===== config.mk =====
export PLATFORM = sky130hd
export DESIGN_NAME = matrix_operand_loader
export DESIGN_NICKNAME = d
export VERILOG_FILES = /design/src/rtl/matrix_pkg.sv /design/src/rtl/matrix_operand_loader.sv
export SDC_FILE = /design/constraint.sdc
export NUM_CORES = 1
export LEC_CHECK = 0
export ABC_AREA = 1
export CORE_AREA = 2 2 132 134
export CTS_CLUSTER_DIAMETER = 100
export CTS_CLUSTER_SIZE = 20
export DETAILED_ROUTE_END_ITERATION = 6
export DIE_AREA = 0 0 134 136
export DONT_BUFFER_PORTS = 1
export PLACE_DENSITY = 0.77
export REMOVE_ABC_BUFFERS = 1
export SLEW_MARGIN = 20
export SYNTH_ARGS = -nofsm -noshare
export SYNTH_HDL_FRONTEND = slang
export SYNTH_SLANG_ARGS = --single-unit

===== constraint.sdc =====
create_clock -name clk -period 4.7 [get_ports clk]
set_input_delay 0.47 -clock clk [delete_from_list [all_inputs] [get_ports clk]]
set_output_delay 0.47 -clock clk [all_outputs]
set_load 0.005 [all_outputs]

===== src/rtl/matrix_pkg.sv =====
// rtl/matrix_pkg.sv - shared state encoding and packing helper for the matrix add/sub datapath
package matrix_pkg;

    typedef enum logic [1:0] {
        LOAD_A = 2'd0,
        LOAD_B = 2'd1,
        FULL   = 2'd2
    } state_t;

    // Element 0 sits at the MSB end of the flat bus.
    function automatic int elem_msb(input int k, input int n, input int w);
        return n * w - 1 - k * w;
    endfunction

endpackage


===== src/rtl/matrix_operand_loader.sv =====
// rtl/matrix_operand_loader.sv - packs streamed A/B elements into flat operand buses for the add/sub stage
module matrix_operand_loader
    import matrix_pkg::*;
#(
    parameter int WORD_SIZE = 32,
    parameter int ROWS      = 2,
    parameter int COLS      = 2
) (
    input  logic                            clk,
    input  logic                            rst_n,
    input  logic                            in_valid,
    output logic                            in_ready,
    input  logic [WORD_SIZE-1:0]            in_data,
    input  logic                            in_sof,
    input  logic                            in_op,
    output logic                            out_valid,
    input  logic                            out_ready,
    output logic [ROWS*COLS*WORD_SIZE-1:0]  A_flat,
    output logic [ROWS*COLS*WORD_SIZE-1:0]  B_flat,
    output logic                            op_out,
    output logic                            sync_err
);

    localparam int N     = ROWS * COLS;
    localparam int FW    = N * WORD_SIZE;
    localparam int IDX_W = (N > 1) ? $clog2(N) : 1;
    localparam logic [IDX_W-1:0] IDX_LAST = IDX_W'(N - 1);

    state_t             state_q, state_d;
    logic [IDX_W-1:0]   idx_q, idx_d;
    logic [FW-1:0]      a_q, a_d;
    logic [FW-1:0]      b_q, b_d;
    logic               op_q, op_d;
    logic               err_q, err_d;

    logic               accept;
    logic               wr_a, wr_b;
    logic [IDX_W-1:0]   wr_idx;

    always_comb begin
        state_d = state_q;
        idx_d   = idx_q;
        a_d     = a_q;
        b_d     = b_q;
        op_d    = op_q;
        err_d   = 1'b0;
        wr_a    = 1'b0;
        wr_b    = 1'b0;
        wr_idx  = idx_q;
        accept  = in_valid && (state_q != FULL);

        case (state_q)
            LOAD_A, LOAD_B: begin
                if (accept) begin
                    if (in_sof && (state_q == LOAD_B || idx_q != '0)) begin
                        // Out-of-place start: drop the partial set and restart on this beat.
                        err_d  = 1'b1;
                        wr_a   = 1'b1;
                        wr_idx = '0;
                        op_d   = in_op;
                        if (N == 1) begin
                            state_d = LOAD_B;
                            idx_d   = '0;
                        end else begin
                            state_d = LOAD_A;
                            idx_d   = IDX_W'(1);
                        end
                    end else begin
                        wr_a = (state_q == LOAD_A);
                        wr_b = (state_q == LOAD_B);
                        if (state_q == LOAD_A && idx_q == '0) begin
                            op_d = in_op;
                        end
                        if (idx_q == IDX_LAST) begin
                            idx_d   = '0;
                            state_d = (state_q == LOAD_A) ? LOAD_B : FULL;
                        end else begin
                            idx_d = idx_q + IDX_W'(1);
                        end
                    end
                end
            end
            FULL: begin
                if (out_ready) begin
                    state_d = LOAD_A;
                    idx_d   = '0;
                end
            end
            default: begin
                state_d = LOAD_A;
                idx_d   = '0;
            end
        endcase

        for (int k = 0; k < N; k++) begin
            if (wr_a && wr_idx == IDX_W'(k)) begin
                a_d[elem_msb(k, N, WORD_SIZE) -: WORD_SIZE] = in_data;
            end
            if (wr_b && wr_idx == IDX_W'(k)) begin
                b_d[elem_msb(k, N, WORD_SIZE) -: WORD_SIZE] = in_data;
            end
        end
    end

    always_ff @(posedge clk or negedge rst_n) begin
        if (!rst_n) begin
            state_q <= LOAD_A;
            idx_q   <= '0;
            a_q     <= '0;
            b_q     <= '0;
            op_q    <= 1'b0;
            err_q   <= 1'b0;
        end else begin
            state_q <= state_d;
            idx_q   <= idx_d;
            a_q     <= a_d;
            b_q     <= b_d;
            op_q    <= op_d;
            err_q   <= err_d;
        end
    end

    assign in_ready  = (state_q != FULL);
    assign out_valid = (state_q == FULL);
    assign A_flat    = a_q;
    assign B_flat    = b_q;
    assign op_out    = op_q;
    assign sync_err  = err_q;

endmodule


==> results.md <==
- Outcome: complete, but fails checks
- Failing checks: hold timing
- Post-synthesis compound-gate area fraction: 0.328%
- Post-CTS resize count: 0
- Final setup violation count: 0
- Comb pwr share: 21.8%
- Pleak: 0.00590 uW
- CTS buffer count: 17
- Largest net degree at the start of global routing: 263
- I/O pins: 298
- Maxcap violations: 0
- Final routed DRC violation total: 0
- Critical Path Source: state_q[1]$_DFFE_PN0P_
- Multiplexer share of the synthesized area: 0%
- Post-synthesis simple-gate area fraction: 30.9%
- Relative max-transition margin: 26.1%
- Power density over the cells: 677 mW/mm^2
- Die Y-Extent: 136 um
- Register clock-pin slew on the reported worst setup and hold paths: 0.08 ns
- Final Skew: 0.0357 ns
- CTS tree: built
- FMAX: 0.309 GHz
- Post-layout min period: 3.24 ns
- Die area: 0.0182 mm^2
- Yosys top cell area share: 63.6%
- Number of global-route vias before repair: 7400
- Yosys cell types: 19
- Vias per std cell: 5.60
- Post-Syn Instances: 1181
- Crit path launch type: flip-flop
- Register area share after synthesis: 63.6%
- DR WL/cell: 20.6 um
- Fin. max-slew vios: 0
- Clk sink count: 262
- Layout fillers: 1385
- Rows: 48
- Antenna cells: 0
- Area leader, netlist: dfrtp_1
- Initial Utilization: 61.1%
- Top post-synthesis cells by area: dfrtp_1 (64%), nand2_1 (26%), buf_2 (3.3%)
- Final worst path period share: 68.9%
- Setup bufs post-CTS: 0
- Adder-cell share of the synthesized area: 0.243%
- IR drop worst, VDD: 0.379 mV
- Hold Violations, Final: 262
- Avg Cell Area, Syn: 8.73 um^2
- Antenna violations before repair: 0
- Max H-tree Level: 1
- Iter 0 DRT Violations: 623
- Reg power frac: 58.9%
- Post-Syn Area: 0.0103 mm^2
- CTS root buf: clkbuf_16
- Crit Path Class: reg -> reg
- Clock power share: 19.3%
- RSZ-0062 raised after global routing: no
- DR pass1 iterations: 5
- Fin nets: 1159
- WP data arrival: 3.60 ns
- Layout Area Growth over Synthesis: 3.65%
- Synth Register Bits: 262
- Dpl hpwl: 17.4 mm
- Data required, critical path: 5.06 ns
- GPL Wtd Cong: 0.785
- Pint: 4490 uW
- Final hold slack: -0.315 ns
- Main combinational cell family by area after synthesis: simple AND/OR/NAND/NOR gates
- Clock Latency Late Sink: 0.49 ns
- Tightest Pin Transition: 1.11 ns
- Critical path endpoint category: flip-flop
- Net switching power: 2740 uW
- Reg2Reg Launch Point: state_q[1]$_DFFE_PN0P_
- First-pass GRT wire length: 42.6 mm
- Overflow after GRT: 0
- Yosys warnings: 0
- Final ANT Viol Nets: 0
- Hold WC Path Type: in -> async
- Share of cells above drive strength 1: 4.29%
- DRT Wirelength: 27.7 mm
- Crit Path Max Fanout: 24
- Net Sw Frac: 37.9%
- Xor-xnor portion of the synthesized cell area: 0%
- Core area: 0.0169 mm^2
- Total Routing Usage GR: 30.0%
- Clk buf depth: 3
- Width of the die: 134 um
- DR vias: 7524
- Setup TNS: 0 ns
- Port bufs: 0
## worst max-delay path: stages (launching register included)
cell and delay (ns):
dfrtp_1 0.45, inv_2 0.09, nand3_1 0.12, nor2_4 0.38, buf_4 0.40, nand4_1 0.92
buf_4 0.57, nand2_1 0.10, nand2_1 0.05
## synthesized netlist by cell type, drive strengths merged
library cell / number
o311ai: 1
clkbuf: 11
ha: 2
nor2: 12
nand4: 6
dfrtp: 262
nand3: 71
inv: 12
or2: 1
o21ai: 5
buf: 79
nand2: 719
## per-layer routing
layer  wire length, um  GRT usage, %  vias up  share of wire, %
li1                  -             -     3437                 -
met1             10800          39.7     3657                39
met2             13400          48.9      392                48
met3              2890          9.02       38                10
met4               560          7.98        0               2.0
met5                 0             0        -                 0
## cells in the final DEF, fill, tap and decap left out
cell type and count:
nand2_1 717, ha_1 2, nor2_2 2, dfrtp_1 262, o21ai_0 4, or2_2 1, inv_1 7, nand3_2 3
nand4_1 6, o311ai_0 1, inv_2 5, inv_16 1, nand2_2 2, nor2_1 3, nand3_1 68, clkbuf_16 17
o21ai_4 1, buf_4 9, nor2_4 7
## metrics by stage
step	instance area, um^2	setup slack, ns	std cells	total power [uW]	util, %
floorplan	9850	0.453	1091	5120	-
global placement	10200	1.53	1325	5740	60.7
detailed placement	10200	1.34	1325	5860	60.7
CTS	10700	1.29	1343	7250	63.3
global route	10700	1.36	1343	7690	63.3
finish	10700	1.46	1343	7230	63.3
## flip-flops by register name, indices dropped and copies added (netlist names)
name,cells
op_out,1
A_flat,128
state_q,2
sync_err,1
B_flat,128
idx_q,2
## area by class of cell
type                    instances  area [um^2]  share of cell area (%)
clock inverters                 1         20.0                   0.187
repair buffers                  9         67.6                   0.632
inverters                      12         45.0                   0.421
flip-flops and latches        262         6560                    61.4
well taps                     225          282                    2.63
multi-input cells             817         3290                    30.8
clock buffers                  17          425                    3.98
## logic make-up (layout without fill, tap and decap cells)
logic type,count (synthesis),count (layout)
AND/OR/NAND/NOR,809,809
adder cells (fa/ha/maj),2,2
AO/OA/AOI/OAI,6,6
buffers and inverters,102,39
flip-flops,262,262
## worst paths after layout
path	endpoint	cells past startpoint	slack, ns
setup / recovery	B_flat[58]$_DFFE_PN0P_	8	1.46
hold / removal	state_q[1]$_DFFE_PN0P_	0	-0.31
setup reg to reg	B_flat[58]$_DFFE_PN0P_	8	1.46
hold reg to reg	A_flat[70]$_DFFE_PN0P_	2	0.51
max in group asynchronous	A_flat[45]$_DFFE_PN0P_	0	4.80
min in group clk	B_flat[84]$_DFFE_PN0P_	2	0.09
## power by group through the flow
| stage | combinational (uW) | sequential, uW | clock (uW) |
|---|---|---|---|
| after floorplan | 1200 | 3930 | 0 |
| after global placement | 1460 | 4280 | 0 |
| after detailed placement | 1580 | 4290 | 0 |
| after CTS | 1580 | 4270 | 1400 |
| after global routing | 1830 | 4370 | 1490 |
| final | 1580 | 4260 | 1390 |
(Power assumes the default switching activity.)
